$ cat config.mk
export PLATFORM = sky130hd
export DESIGN_NAME = accum_seq_flat
export DESIGN_NICKNAME = d
export VERILOG_FILES = /design/src/rtl/accum_pkg.sv /design/src/rtl/accum_seq_if.sv /design/src/rtl/accum_add.sv /design/src/rtl/accum_seq.sv /design/src/flat_wrapper.sv
export SDC_FILE = /design/constraint.sdc
export NUM_CORES = 1
export LEC_CHECK = 0
export ABC_AREA = 1
export BUFFER_PORTS_ARGS = -buffer_cell sky130_fd_sc_hd__buf_2
export CAP_MARGIN = 15
export CORE_MARGIN = 4
export CORE_UTILIZATION = 43
export DETAILED_ROUTE_END_ITERATION = 10
export PLACE_DENSITY = 0.78
export SLEW_MARGIN = 20
export SYNTH_ARGS = -nofsm -noshare
export SYNTH_HDL_FRONTEND = slang
export SYNTH_SLANG_ARGS = --single-unit
$ cat constraint.sdc
create_clock -name clk -period 1.6 [get_ports clk]
set_input_delay 0 -clock clk [delete_from_list [all_inputs] [get_ports clk]]
set_output_delay 0 -clock clk [all_outputs]
set_load 0.05 [all_outputs]
$ cat src/rtl/accum_pkg.sv
// Shared types and default sizes for the accumulate sequencer and its adder.
package accum_pkg;

  typedef enum logic [1:0] {
    IDLE = 2'd0,
    CLR  = 2'd1,
    ACC  = 2'd2,
    DONE = 2'd3
  } accum_state_t;

  localparam int ACC_N     = 8;
  localparam int ACC_COUNT = 4;

endpackage

$ cat src/rtl/accum_seq_if.sv
// Operand handshake, register feedback/control and status signals of accum_seq.
// valid/ready: a beat transfers on a rising clk edge where in_valid & in_ready;
// in_data must be stable while in_valid is high, and in_ready never depends on in_valid.
interface accum_seq_if
  import accum_pkg::*;
#(
  parameter int N = ACC_N
);
  logic         start;
  logic         in_valid;
  logic [N-1:0] in_data;
  logic         in_ready;
  logic [N-1:0] reg_q;
  logic [N-1:0] reg_in;
  logic         reg_load;
  logic         reg_clear;
  logic         busy;
  logic         done;
  logic         ovf;

  modport slave (
    input  start, in_valid, in_data, reg_q,
    output in_ready, reg_in, reg_load, reg_clear, busy, done, ovf
  );

  modport master (
    output start, in_valid, in_data, reg_q,
    input  in_ready, reg_in, reg_load, reg_clear, busy, done, ovf
  );
endinterface

$ cat src/rtl/accum_add.sv
// N+1-bit add of the register value and an operand; saturates to all ones on
// carry when ACCUM_SAT_EN is defined, otherwise wraps modulo 2^N.
module accum_add
  import accum_pkg::*;
#(
  parameter int N = ACC_N
) (
  input  logic [N-1:0] a_i,
  input  logic [N-1:0] b_i,
  output logic [N-1:0] sum_o,
  output logic         carry_o
);

  logic [N:0] raw;

  assign raw     = {1'b0, a_i} + {1'b0, b_i};
  assign carry_o = raw[N];

`ifdef ACCUM_SAT_EN
  assign sum_o = raw[N] ? {N{1'b1}} : raw[N-1:0];
`else
  assign sum_o = raw[N-1:0];
`endif

endmodule

$ cat src/rtl/accum_seq.sv
// Batch sequencer driving a downstream load/clear register so it ends up holding
// the sum of COUNT operands. Saturating add is selected with ACCUM_SAT_EN.
module accum_seq
  import accum_pkg::*;
#(
  parameter int N     = ACC_N,
  parameter int COUNT = ACC_COUNT
) (
  input  logic              clk,
  input  logic              clear_n,
  accum_seq_if.slave        bus,
  output accum_state_t      state_dbg_o
);

  localparam int CW = (COUNT > 1) ? $clog2(COUNT) : 1;
  localparam logic [CW-1:0] LAST = CW'(COUNT - 1);

  accum_state_t  state_q, state_d;
  logic [CW-1:0] cnt_q, cnt_d;
  logic          ovf_q, ovf_d;
  logic          accept;
  logic [N-1:0]  add_sum;
  logic          add_carry;

  accum_add #(.N(N)) u_add (
    .a_i     (bus.reg_q),
    .b_i     (bus.in_data),
    .sum_o   (add_sum),
    .carry_o (add_carry)
  );

  always_ff @(posedge clk or negedge clear_n) begin
    if (!clear_n) begin
      state_q <= IDLE;
      cnt_q   <= '0;
      ovf_q   <= 1'b0;
    end else begin
      state_q <= state_d;
      cnt_q   <= cnt_d;
      ovf_q   <= ovf_d;
    end
  end

  always_comb begin
    state_d = state_q;
    cnt_d   = cnt_q;
    ovf_d   = ovf_q;
    accept  = 1'b0;
    case (state_q)
      IDLE: begin
        if (bus.start) state_d = CLR;
      end
      CLR: begin
        cnt_d   = '0;
        ovf_d   = 1'b0;
        state_d = ACC;
      end
      ACC: begin
        if (bus.in_valid) begin
          accept = 1'b1;
          cnt_d  = cnt_q + CW'(1);
          ovf_d  = ovf_q | add_carry;
          if (cnt_q == LAST) state_d = DONE;
        end
      end
      DONE: begin
        state_d = IDLE;
      end
      default: begin
        state_d = IDLE;
      end
    endcase
  end

  // reg_in is gated by the load so it reads zero whenever no beat is taken,
  // including while reset holds the FSM in IDLE.
  assign bus.in_ready  = (state_q == ACC);
  assign bus.reg_load  = accept;
  assign bus.reg_in    = accept ? add_sum : '0;
  assign bus.reg_clear = (state_q == CLR);
  assign bus.busy      = (state_q == CLR) || (state_q == ACC);
  assign bus.done      = (state_q == DONE);
  assign bus.ovf       = ovf_q;
  assign state_dbg_o   = state_q;

endmodule

$ cat src/flat_wrapper.sv
// flat-port wrapper written by rule: the top's interface ports become plain ports
module accum_seq_flat import accum_pkg::*;
#(
  parameter int N     = ACC_N,
  parameter int COUNT = ACC_COUNT
)
  (clk, clear_n, state_dbg_o, bus_start, bus_in_valid, bus_in_data, bus_reg_q, bus_in_ready, bus_reg_in, bus_reg_load, bus_reg_clear, bus_busy, bus_done, bus_ovf);
  accum_seq_if #(.N(N)) bus_i ();
  input  logic clk;
  input  logic clear_n;
  output accum_state_t state_dbg_o;
  input wire logic [$bits(bus_i.start)-1:0] bus_start;
  input wire logic [$bits(bus_i.in_valid)-1:0] bus_in_valid;
  input wire logic [$bits(bus_i.in_data)-1:0] bus_in_data;
  input wire logic [$bits(bus_i.reg_q)-1:0] bus_reg_q;
  output wire logic [$bits(bus_i.in_ready)-1:0] bus_in_ready;
  output wire logic [$bits(bus_i.reg_in)-1:0] bus_reg_in;
  output wire logic [$bits(bus_i.reg_load)-1:0] bus_reg_load;
  output wire logic [$bits(bus_i.reg_clear)-1:0] bus_reg_clear;
  output wire logic [$bits(bus_i.busy)-1:0] bus_busy;
  output wire logic [$bits(bus_i.done)-1:0] bus_done;
  output wire logic [$bits(bus_i.ovf)-1:0] bus_ovf;
  assign bus_i.start = bus_start;
  assign bus_i.in_valid = bus_in_valid;
  assign bus_i.in_data = bus_in_data;
  assign bus_i.reg_q = bus_reg_q;
  assign bus_in_ready = bus_i.in_ready;
  assign bus_reg_in = bus_i.reg_in;
  assign bus_reg_load = bus_i.reg_load;
  assign bus_reg_clear = bus_i.reg_clear;
  assign bus_busy = bus_i.busy;
  assign bus_done = bus_i.done;
  assign bus_ovf = bus_i.ovf;
  accum_seq #(.N(N), .COUNT(COUNT)) u_core (.clk(clk), .clear_n(clear_n), .bus(bus_i), .state_dbg_o(state_dbg_o));
endmodule
==> results by stage, run 1 <==
Layout:
- The layout-stage area growth over the synthesis result is 50.9%.
- The count of cells in the finished layout, fillers not included, comes to about 160.
- The fraction of layout instances using a drive strength above 1 is 37.1%.
- Summing all non-filler instances in the final layout gives an area of between 900 and 1000 µm².
- The number of antenna diodes is 0.
- The number of nets in the final layout is approximately 180.
- For this run, the share of the core covered by cells in the final layout is a little under three quarters.

Route:
- In the final routed layout, each cell accounts on average for about 11 µm.
- Once detail routing completed, the nets flagged for antenna violations numbered 0.
- Using the TritonRoute via totals, the vias-per-cell ratio works out to 4.86.
- For this block, the initial DRC count from the detailed router was 10.
- The routed length on met2 is 833 µm.
- The final routed DRC violation total is 0.
- The highest signal layer in the routed design is met3.
- The detailed router put a total of ~700 µm of wire on met1.
- Across all layers, the routed design uses around 750 vias.
- The aggregate routed wire length is ~1600 µm.
- The count of TritonRoute iterations in the first routing pass is 4.
- After detailed routing, the met3 layer carries 117 µm of wire.

Logic synthesis:
- The netlist area before placement is approximately 650 µm².
- The average instance area after synthesis is between 6 and 7 µm².
- The number of warnings issued by yosys is 0.
- Ranked by total cell area, the synthesized netlist is headed by ha_1 25%, dfrtp_1 19%, nand2_1 14%, inv_1 9.8%, a21oi_1 8.5%.
- The number of nets in the synthesized netlist is roughly 130.
- ha_1 takes more of the synthesized area than any other cell.
- The synthesized netlist contains 13 unique library cells.
- Synthesis handed over a netlist of 99 instances.
- Sequential cells were found to cover between 10% and 20% of the synthesized design area.
- Counting flops and latches in the post-synthesis netlist gives 5.
- After synthesis, the largest area contributor takes up 25.0% of total cell area.

Timing:
- The final setup violation count is 0.
- The final-report hold violation count is 0.
- The worst slew slack as a fraction of its limit is between 70% and 80%.
- The transition time at the pin with the least slew margin is approximately 300 ps.
- The worst path in the final design needs a cycle of ~1500 ps, including I/O delays and setup.
- The final worst slack is between 90 and 100 ps.
- The peak clock frequency supported by timing is ~0.66 GHz.
- The total count of max-transition violations in the final report is 0.
- The part of the cycle the worst path needs is between 90% and 100%.
- For the final database, setup skew stands at around 5.2 ps.
- Setup repair after global routing left no endpoint under its margin.

Setup path:
- The data arrival time of the critical path is between 1500 and 2000 ps.
- By startpoint and endpoint, the worst setup path is classified as flop to primary output.
- The worst register-to-register path has a depth of 6.
- The register-to-register setup slack is around 240 ps.
- STA classifies the critical path endpoint as a primary output.
- In this run the worst path has a maximum fanout of 9.
- In this run the critical register-to-register path is launched from u_core.state_dbg_o[1].
- The worst setup path is launched from a flop.
- The endpoint of the lowest-slack register-to-register path is u_core.state_dbg_o[1].
- For the worst setup path, the data required time is 1600 ps.

Global routing:
- The number of antenna violations at the first check in global routing came to 0.
- The via count of the first global-routing pass came to 709.
- For this run the aggregate overflow at the end of global routing stands at 0.
- Entering global routing, the biggest net connects 10 pins.
- In the global route stage, overall resource usage came out at 16.7%.
- The first global-routing pass estimated between 2000 and 3000 µm of wire.

Placement:
- The worst setup slack before clock tree synthesis is around 140 ps.
- At the end of routability-driven placement, the weighted congestion stood at roughly 0.76.
- Summing all placed instances gives a cell area of about 920 µm².
- Buffers placed on the I/O ports in this run total 35.
- Summed over all nets, the half-perimeter wirelength after detailed placement is 1410 µm.
- The cell count after placement is 150.

Die:
- The die area is 2200 µm².
- The floorplan step defined a core boundary enclosing approximately 1400 µm².
- The floorplan has 13 rows.
- The die span in x is roughly 47 µm.
- The top-level port count is 36.
- In this run the vertical extent of the chip is 46.9 µm.
- The initial utilization of the core area, before any placement, comes to between 40% and 50%.

Clocking:
- In this run the clock root is driven by a clkbuf_4.
- The number of buffers added for setup after CTS is 0.
- TritonCTS built the clock tree.
- The clock-pin transition on the worst setup and hold timing paths is 40 ps.
- The number of CTS-inserted buffers is 3.
- The insertion delay to the later sink of the worst-skew pair is ~230 ps.
- The buffer levels on the longest clock path is 2.
- The H-tree depth reported by CTS is 1.
- The clock drives 5 sinks.

Pwr:
- Summing internal, switching and leakage power gives ~0.0017 W.
- The reported leakage power is 0.565 nW.
- The peak supply drop is roughly 0.98 mV.
- The power per cell area is 1700 nW/µm².

Worst hold path:
- The min-delay analysis places its worst path in the category input pin to async pin.

Outcome:
- The flow ran to the end, and the final reports show no timing, DRC or antenna violations.

Flow run:
- Max-cap violations in this run came to 0.
==> what timing repair did <==
action | 4_1_cts | 5_1_grt
hold endpoints to repair | 5 | 0
pin swaps | 0 | 0
gates resized for setup | 2 | 8
hold buffers | 1 | 0
endpoints found under the setup margin | 2 | 5
==> where the power goes <==
group | internal (W) | leakage, nW | total, W | switching (W)
clock | 0.0000938 | 0.0150 | 0.000138 | 0.0000442
sequential | 0.000195 | 0.0590 | 0.000255 | 0.0000598
combinational | 0.000346 | 0.491 | 0.00128 | 0.000930
total | 0.000635 | 0.565 | 0.00167 | 0.00103
==> cell usage in the layout (no fill, tap or decap) <==
cell type and n:
buf_2 30, nand2_1 24, inv_1 16, ha_1 12
a21oi_1 9, nor2_1 8, nand3_1 5, o21ai_0 5
clkbuf_4 5, nor2_4 3, dfrtp_1 3, o21ai_1 2
a21oi_4 2, buf_6 2, buf_4 2, dfrtp_2 2
inv_2 1, nand2_4 1, inv_6 1, xor2_1 1
nor2_2 1, o21ai_2 1, fa_1 1, ha_4 1
clkbuf_1 1, dlygate4sd3_1 1
==> flip-flops by register name (all words and copies together) (netlist names) <==
| signal | cells |
|---|---|
| u_core.cnt_q | 2 |
| u_core.state_dbg_o | 2 |
| u_core.bus.ovf | 1 |
==> worst max-delay path by stage <==
stage | startpoint | to | depth (start not counted)
after floorplan | u_core.state_dbg_o[0] | bus_reg_in[0] | 4
after global placement | bus_reg_q[0] | bus_reg_in[6] | 9
after detailed placement | bus_reg_q[0] | bus_reg_in[6] | 9
after CTS | u_core.state_dbg_o[0] | bus_reg_in[2] | 7
after global routing | u_core.state_dbg_o[0] | bus_reg_in[7] | 7
final | u_core.state_dbg_o[0] | bus_reg_in[2] | 7
==> metal layers <==
| layer | GRT usage (%) | vias up |
|---|---|---|
| li1 | - | 401 |
| met1 | 21.2 | 327 |
| met2 | 29.8 | 26 |
| met3 | 1.15 | 0 |
| met4 | 4.97 | 0 |
| met5 | 0 | - |
==> logic make-up (layout without fill, tap and decap cells) <==
family | count (synthesis) | count (layout) | share of synthesized area [%]
simple gates | 42 | 42 | 25.6
compound gates | 19 | 19 | 15.2
buf+inv | 18 | 59 | 10.4
fa+ha+maj | 14 | 14 | 28.1
flops | 5 | 5 | 19.3
xor+xnor | 1 | 1 | 1.35
==> metrics by stage <==
step	setup TNS (ps)	hold slack, ps
final	0	145
after global routing	0	156
after CTS	0	104
after detailed placement	0	-185
after global placement	0	-187
after floorplan	-342	-296
==> area by class of cell <==
cell class	instances	area, µm²
multi-input cells	76	522
fillers	125	387
repair buffers	37	213
flip-flops and latches	5	128
inverters	18	72.6
clock buffers	4	26.3
well taps	15	18.8
==> worst max-delay path, stage by stage, from the launching register on <==
cell	delay (ps)
dfrtp_2	420
inv_2	110
ha_4	180
nand2_4	90
inv_6	90
o21ai_1	100
a21oi_4	130
buf_6	170
==> synth_stat cells, drive strengths merged <==
library cell and count:
dfrtp 5, a21oi 11, nand2 25, nand3 5, xor2 1, inv 18, o21ai 8, fa 1
ha 13, nor2 12
Note: power is estimated with default switching activity, not from simulation.
==> run 2, diff against run 1 <==
Settings changed: CORE_UTILIZATION 43 to 46, PLACE_DENSITY 0.78 to 0.79, SYNTH_HIERARCHICAL set to 1.
==> results by stage, run 2 <==
Setup path:
- The worst setup path is launched from an input pin.
- The number of cells on the worst reg-to-reg path is 6.
- The largest fanout on the critical path is 2.
- The data arrival time of the critical path is 1490 ps.
- The worst register-to-register path has a setup slack of between 400 and 500 ps.
- The endpoint of the lowest-slack register-to-register path is u_core/cnt_q[1].
- The family with the most delay on the worst path is adder cells.
- In this design, the stage delay of the slowest critical-path cell is ~400 ps.
- The critical path crosses 11 cells after its start point.
- The data required time at the worst endpoint is roughly 1600 ps.
- The worst setup path category is input pin to primary output.
- The combined buffer and inverter count along the critical path is 3.
- The worst register-to-register path begins at u_core/state_dbg_o[0].
- The category of the worst setup path capture point is a primary output.
- The dominant cell type by count on the critical path is nand2_1.
- Walking the worst path, the cells encountered are buf_2 > ha_1 > fa_1 > nand2_1 > nand2_1 > nand3b_4 > nand3_1 > nand2_1 > inv_1 > nor2_2 > clkbuf_4.
- The slowest stage cell on the critical path is fa_1.
- In this run the worst setup path begins at bus_reg_q[0].

Layout:
- The filler-free cell count of the finished design is ~170.
- The fraction of layout instances using a drive strength above 1 is between 40% and 50%.
- The leading cell type in the layout, fill and taps excluded is nand2_1.
- For this run, the post-layout net count is about 190.
- The layout-stage area growth over the synthesis result is 35.5%.
- 0 antenna diodes ended up in the layout.
- Leaving out fill and tap cells, the most frequent cells in the layout are 33 x nand2_1, 31 x buf_2, 20 x inv_1, 12 x ha_1, 9 x nor2_2.
- The filler cells instantiated in the layout total roughly 140.

Clocking:
- The H-tree depth reported by CTS is 1.
- The insertion delay to the later sink of the worst-skew pair is 230 ps.
- Counting the buffers created by CTS gives 3.
- After clock tree synthesis, the setup repair step added 0 buffers.
- The CTS tree is yes.
- The buffer levels on the longest clock path is 2.
- The clock-pin transition on the worst setup and hold timing paths is about 40 ps.
- CTS saw 5 sinks.
- The root buffer cell is clkbuf_4.

Global routing:
- The total global routing overflow is 0.
- The first-pass GRT wire length is between 2000 and 3000 µm.
- The number of antenna violations at the first check in global routing is 0.
- The overall global routing resource usage is 13.8%.
- The via count of the first global-routing pass was 760.
- Entering global routing, the biggest net connects 13 pins.

Timing:
- The final worst slack is ~110 ps.
- The total count of max-transition violations in the final report is 0.
- The final-report hold violation count was 0.
- The post-route setup TNS is 0 ps.
- The peak clock frequency supported by timing is 0.670 GHz.
- The worst pin sits at a relative slew slack of a little over four fifths.
- The worst clock skew is 2.95 ps.
- Setup violations remaining at the end of the flow were counted as 0.
- The shortest clock period the worst path allows after layout is 1490 ps.
- For the pin with the worst max-slew slack, the measured transition is 252 ps.
- The part of the cycle the worst path needs is between 90% and 100%.

Logic synthesis:
- In this run the mean area of a mapped cell was about 6.8 µm².
- After synthesis, the cell types taking the most area are ha_1 23%, dfrtp_1 16%, nand2_1 16%, inv_1 11%, nor2_1 4.8%.
- The portion of synthesized cell area occupied by the leading cell type is a little under a quarter.
- The unique cell type count in the Yosys netlist is 20.
- By area, the combinational part of the netlist is dominated by simple AND/OR/NAND/NOR gates.
- The number of nets in the synthesized netlist is 149.
- Synthesis handed over a netlist of 114 instances.
- The cell area that synthesis handed to floorplanning was about 780 µm².
- The number of synthesized register bits is 5.
- The synthesized netlist devotes 25.1% of its cell area to adder and majority cells.
- Summed over all instances, the cell type with the most area after synthesis is ha_1.
- In the synthesized netlist the async set-or-reset flop fraction comes to between 90% and 100%.
- Summing the areas of all and, or, nand and nor instances in the mapped netlist gives between 30% and 40% of the synthesized area.
- The synthesized design contains 0 enable-type register cells.
- Among all flip-flop cells after synthesis, the most frequent one is dfrtp_1.
- The synthesized netlist devotes under 10% of its cell area to compound gates.
- By count the netlist is led by 33 x nand2_1, 22 x inv_1, 14 x ha_1.
- Multiplexer cells account for 0% of the synthesized area.
- The most frequent cell after synthesis is nand2_1.
- The xor/xnor share of the synthesized area is 3.38%.
- For this run, the register share of the synthesized area comes to between 10% and 20%.
- The number of warnings issued by yosys is 6.

Route:
- The first detailed-routing pass took 4 iterations.
- After detailed routing, the number of remaining DRC violations is 0.
- After detailed routing, the average wire length per cell comes to ~9.5 µm.
- The final layout contains routed wiring with a total length of between 1500 and 2000 µm.
- The routed layout has 783 vias.
- In the routed layout, each cell is associated on average with a via count of approximately 4.6.
- After the first detailed-routing iteration, the DRC count stood at 11.
- The count of nets left with antenna violations after detail routing is 0.

Worst hold path:
- The path with the worst hold slack has its endpoint at u_core/bus.ovf.
- The start point of the worst hold path is bus_in_valid.
- The number of cells on the worst hold path is 3.
- The kind of path behind the tightest hold check is input pin to flop.

Pwr:
- Power spread over the standard cell area amounts to roughly 1500 nW/µm².
- The peak supply drop is about 1.2 mV.
- The reported leakage power is about 0.65 nW.

Die:
- The floorplan step set the die width to roughly 49 µm.
- The placeable core region is approximately 1600 µm².
- The die is a little under 50 µm tall.
- Row generation in the floorplan step produced 14 rows.
- The initial cell density of the core is between 40% and 50%.
- The die area is 2410 µm².
- 36 I/O pins were placed.

Flow run:
- The max-cap violation count is 0.

Placement:
- During placement, the flow inserted port buffers numbering 35.
- The worst setup slack before clock tree synthesis is a little over 60 ps.
- The HPWL after detailed placement is approximately 1400 µm.
- Routability-driven placement finished with a final weighted congestion of 0.749.
- The cell count after placement is 164.

Outcome:
- The flow ran to the end, and the final reports show no timing, DRC or antenna violations.
run 2: cell count changes after synthesis, moves of 2 or more:
cell	change
nand2_1	+9
a21oi_1	-8
o21ai_0	-7
inv_1	+5
nand2_2	+4
nand3_1	+2
nand3_2	+2
nor2_1	-2
or2_4	+2
xnor2_1	+2
run 2: area by class of cell:
cell class | instances | area, µm² | area share [%]
repair buffers | 36 | 195 | 18.5
flip-flops and latches | 5 | 128 | 12.1
inverters | 23 | 90.1 | 8.54
multi-input cells | 85 | 596 | 56.5
well taps | 16 | 20.0 | 1.90
clock buffers | 4 | 26.3 | 2.49
run 2: metal layers:
layer  global-route usage [%]  wire (µm)  vias to the layer above
li1                         -          -                      424
met1                     15.6        702                      336
met2                     27.0        823                       23
met3                    0.612         77                        0
met4                     4.27          0                        0
met5                        0          0                        -
run 2: cell families (layout without fill, tap and decap cells):
logic type      Yosys count  in the layout
simple gates             62             62
buf+inv                  24             63
fa+ha+maj                15             15
compound gates            5              5
flops                     5              5
xor+xnor                  3              3
run 2: per-stage QoR:
stage,hold WS (ps),instance area [µm²],utilization [%],total power [W]
global route,72.8,1050,67.7,0.00172
detailed placement,-179,1000,64.4,0.00145
global placement,-184,1000,64.4,0.00142
finish,78.3,1050,67.7,0.00159
CTS,57.0,1040,67.0,0.00160
floorplan,-296,820,-,0.00125
run 2: worst max-delay path by stage:
stage | to | slack, ps
detailed placement | bus_reg_in[4] | 60
finish | bus_reg_in[6] | 110
floorplan | bus_reg_in[0] | 1
CTS | bus_reg_load | 5
global route | bus_reg_in[6] | -5
global placement | bus_reg_in[6] | 100
run 2: worst min-delay path, cell delays in order:
cell	delay [ps]
buf_2	130
nand3_1	90
a21boi_2	50
run 2: timing repair:
item | 4_1_cts | 5_1_grt
resized for setup | 2 | 4
gates cloned | 0 | 0
endpoints found under the hold margin | 5 | 0
setup endpoints to repair | 2 | 9
hold buffers | 1 | 0
run 2: where the power goes:
| part | internal [W] | total (W) | switching, W | leakage [nW] |
|---|---|---|---|---|
| sequential | 0.000188 | 0.000250 | 0.0000621 | 0.0615 |
| combinational | 0.000340 | 0.00120 | 0.000862 | 0.577 |
| clock | 0.0000940 | 0.000141 | 0.0000468 | 0.0150 |
==> run 3, diff against run 2 <==
Settings changed: CORE_UTILIZATION 46 to 45, PLACE_DENSITY 0.79 to 0.77.
==> results by stage, run 3 (synthesized netlist as in run 2, its figures left out) <==
Setup path:
- STA classifies the critical path endpoint as a primary output.
- The slowest stage cell on the critical path is dfrtp_2.
- The kind of start point of the critical path is a flop.
- The data arrival time of the critical path is about 1500 ps.
- The largest fanout on the critical path is 12.
- The data required time at the worst endpoint is approximately 1600 ps.
- The critical path goes through inv_2 > ha_4 > nand2_4 > nor2_2 > buf_2.
- On the worst path, the slowest cell contributes a delay of approximately 430 ps.
- The family with the most delay on the worst path is flip-flops.
- The worst setup path category is flop to primary output.
- The number of buffers and inverters on the critical path is 2.
- The worst register-to-register path has a setup slack of roughly 400 ps.

Layout:
- The leading cell type in the layout, fill and taps excluded is nand2_1.
- In the final design database the tool counted between 150 and 200 nets.
- From synthesis to final layout, the design area changed by 35.2%.
- The fraction of layout instances using a drive strength above 1 is a little over two fifths.
- The number of antenna diodes is 0.
- The top cell types in the final layout, fill and taps aside, are 33 x nand2_1, 32 x buf_2, 20 x inv_1, 12 x ha_1, 9 x nor2_2.
- The post-route cell area is roughly 1100 µm².

Global routing:
- The number of antenna violations at the first check in global routing is 0.
- The overall global routing resource usage is between 10 and 15%.
- Entering global routing, the biggest net connects 13 pins.
- Summed over all layers, the global routing overflow is 0.
- The first-pass GRT wire length is 2950 µm.
- The via count of the first global-routing pass is roughly 730.

Pwr:
- The reported leakage power is 0.654 nW.
- The peak supply drop is about 1.5 mV.
- In this run the power density over the cells is around 1500 nW/µm².

Timing:
- At the pin with the least slew margin, the transition time is 250 ps.
- The total count of max-transition violations in the final report is 0.
- Setup repair after global routing left no endpoint under its margin.
- The final-report hold violation count came to 0.
- Clock skew on the completed layout was measured at 0.878 ps.
- The part of the cycle the worst path needs is between 90% and 100%.
- The final setup violation count is 0.
- Derived from the worst setup path, the maximum achievable clock frequency is between 0.6 and 0.7 GHz.
- The worst pin sits at a relative slew slack of 83.4%.
- The final worst slack is approximately 130 ps.
- The clock period could shrink to 1470 ps.
- The post-route setup TNS is 0 ps.

Route:
- Once detail routing completed, the nets flagged for antenna violations numbered 0.
- The count of vias placed by the detailed router is ~800.
- The detail-routed net length per standard cell is 10.3 µm.
- The count of TritonRoute iterations in the first routing pass is 4.
- The routed design has approximately 1700 µm of wire.
- The average via count per standard cell is between 4 and 5.
- The initial detailed-routing violation count is 14.
- For this run, design rule violations remaining after detail routing come to 0.

Die:
- The die height is approximately 50 µm.
- The initialized floorplan defines 14 standard-cell rows.
- The die is between 40 and 50 µm wide.
- The die covers 2460 µm².
- The initial utilization of the core area, before any placement, comes to slightly below 50%.
- The core region is around 1600 µm².
- In this run the count of I/O pins placed on the die edge is 36.

Clocking:
- For the worst-skew pair, the clock arrives at the later sink with an insertion delay of 240 ps.
- The longest clock path from root to sink contains 2 buffers.
- The H-tree depth reported by CTS is 1.
- The number of CTS-inserted buffers is 3.
- The CTS tree is yes.
- The number of buffers added for setup after CTS is 0.
- The root buffer cell chosen for the clock tree is clkbuf_4.
- The clock-pin transition on the worst setup and hold timing paths is 40 ps.
- The number of clock sinks is 5.

Outcome:
- The flow ran to the end, and the final reports show no timing, DRC or antenna violations.

Placement:
- The congestion estimate from routability-driven global placement came to around 0.73.
- Once detailed placement completed, the half-perimeter wirelength came to 1500 µm.
- The number of input and output port buffers inserted is 35.
- The worst setup slack before clock tree synthesis is about 52 ps.
- The instance area at placement is 1000 µm².

Worst hold path:
- The kind of path behind the tightest hold check is input pin to flop.

Flow run:
- Max-cap violations in this run came to 0.
==> run 3: cell types whose count changed in the layout (fill, tap and decap cells not counted) <==
cell / previous run / this run
clkbuf_4: 4 / 3
buf_2: 31 / 32
==> run 3: worst paths after layout <==
| path | startpoint | endpoint | cells past startpoint |
|---|---|---|---|
| min in group asynchronous | clear_n | u_core/bus.ovf | 2 |
| hold / removal | bus_in_valid | u_core/bus.ovf | 3 |
| setup / recovery | u_core/state_dbg_o[0] | bus_reg_in[5] | 5 |
| max in group asynchronous | clear_n | u_core/state_dbg_o[0] | 2 |
| hold reg to reg | u_core/cnt_q[0] | u_core/cnt_q[0] | 1 |
| setup reg to reg | u_core/state_dbg_o[0] | u_core/cnt_q[1] | 6 |
==> run 3: routing by layer <==
layer	up-vias	global-route usage [%]	wire, µm
li1	421	-	-
met5	-	0	0
met2	36	26.2	876
met1	365	18.0	730
met4	0	2.76	0
met3	0	4.52	138
==> run 3: per-stage QoR <==
| stage | hold WS, ps | util [%] | total power [W] | instances |
|---|---|---|---|---|
| final | 60.0 | 66.7 | 0.00161 | 169 |
| after global routing | 81.1 | 66.7 | 0.00173 | 169 |
| after CTS | 43.5 | 66.4 | 0.00162 | 169 |
| after detailed placement | -179 | 63.7 | 0.00145 | 164 |
| after global placement | -185 | 63.7 | 0.00142 | 164 |
| after floorplan | -296 | - | 0.00125 | 114 |
==> run 3: layout make-up <==
| type | instances | area [µm²] |
|---|---|---|
| clock buffers | 4 | 26.3 |
| fillers | 153 | 524 |
| inverters | 23 | 90.1 |
| multi-input cells | 85 | 596 |
| flip-flops and latches | 5 | 128 |
| well taps | 16 | 20.0 |
| repair buffers | 36 | 193 |
==> run 3: power breakdown <==
| group | total [W] | switching (W) | internal (W) |
|---|---|---|---|
| combinational | 0.00121 | 0.000866 | 0.000341 |
| sequential | 0.000251 | 0.0000633 | 0.000188 |
| clock | 0.000149 | 0.0000541 | 0.0000944 |
| total | 0.00161 | 0.000983 | 0.000623 |
==> run 3: worst register-to-register path, delay by kind of cell, from the launching register on <==
| family | cells | cell delay (ps) |
|---|---|---|
| buffers and inverters | 2 | 200 |
| and+or+nand+nor | 3 | 300 |
| adders and majority gates | 1 | 180 |
| DFF | 1 | 400 |
==> run 3: what timing repair did <==
| action | in CTS | in global routing |
|---|---|---|
| resized for setup | 2 | 4 |
| gates cloned | 0 | 0 |
| hold endpoints to repair | 5 | 0 |
| setup endpoints to repair | 9 | 2 |
| hold buffers | 1 | 0 |
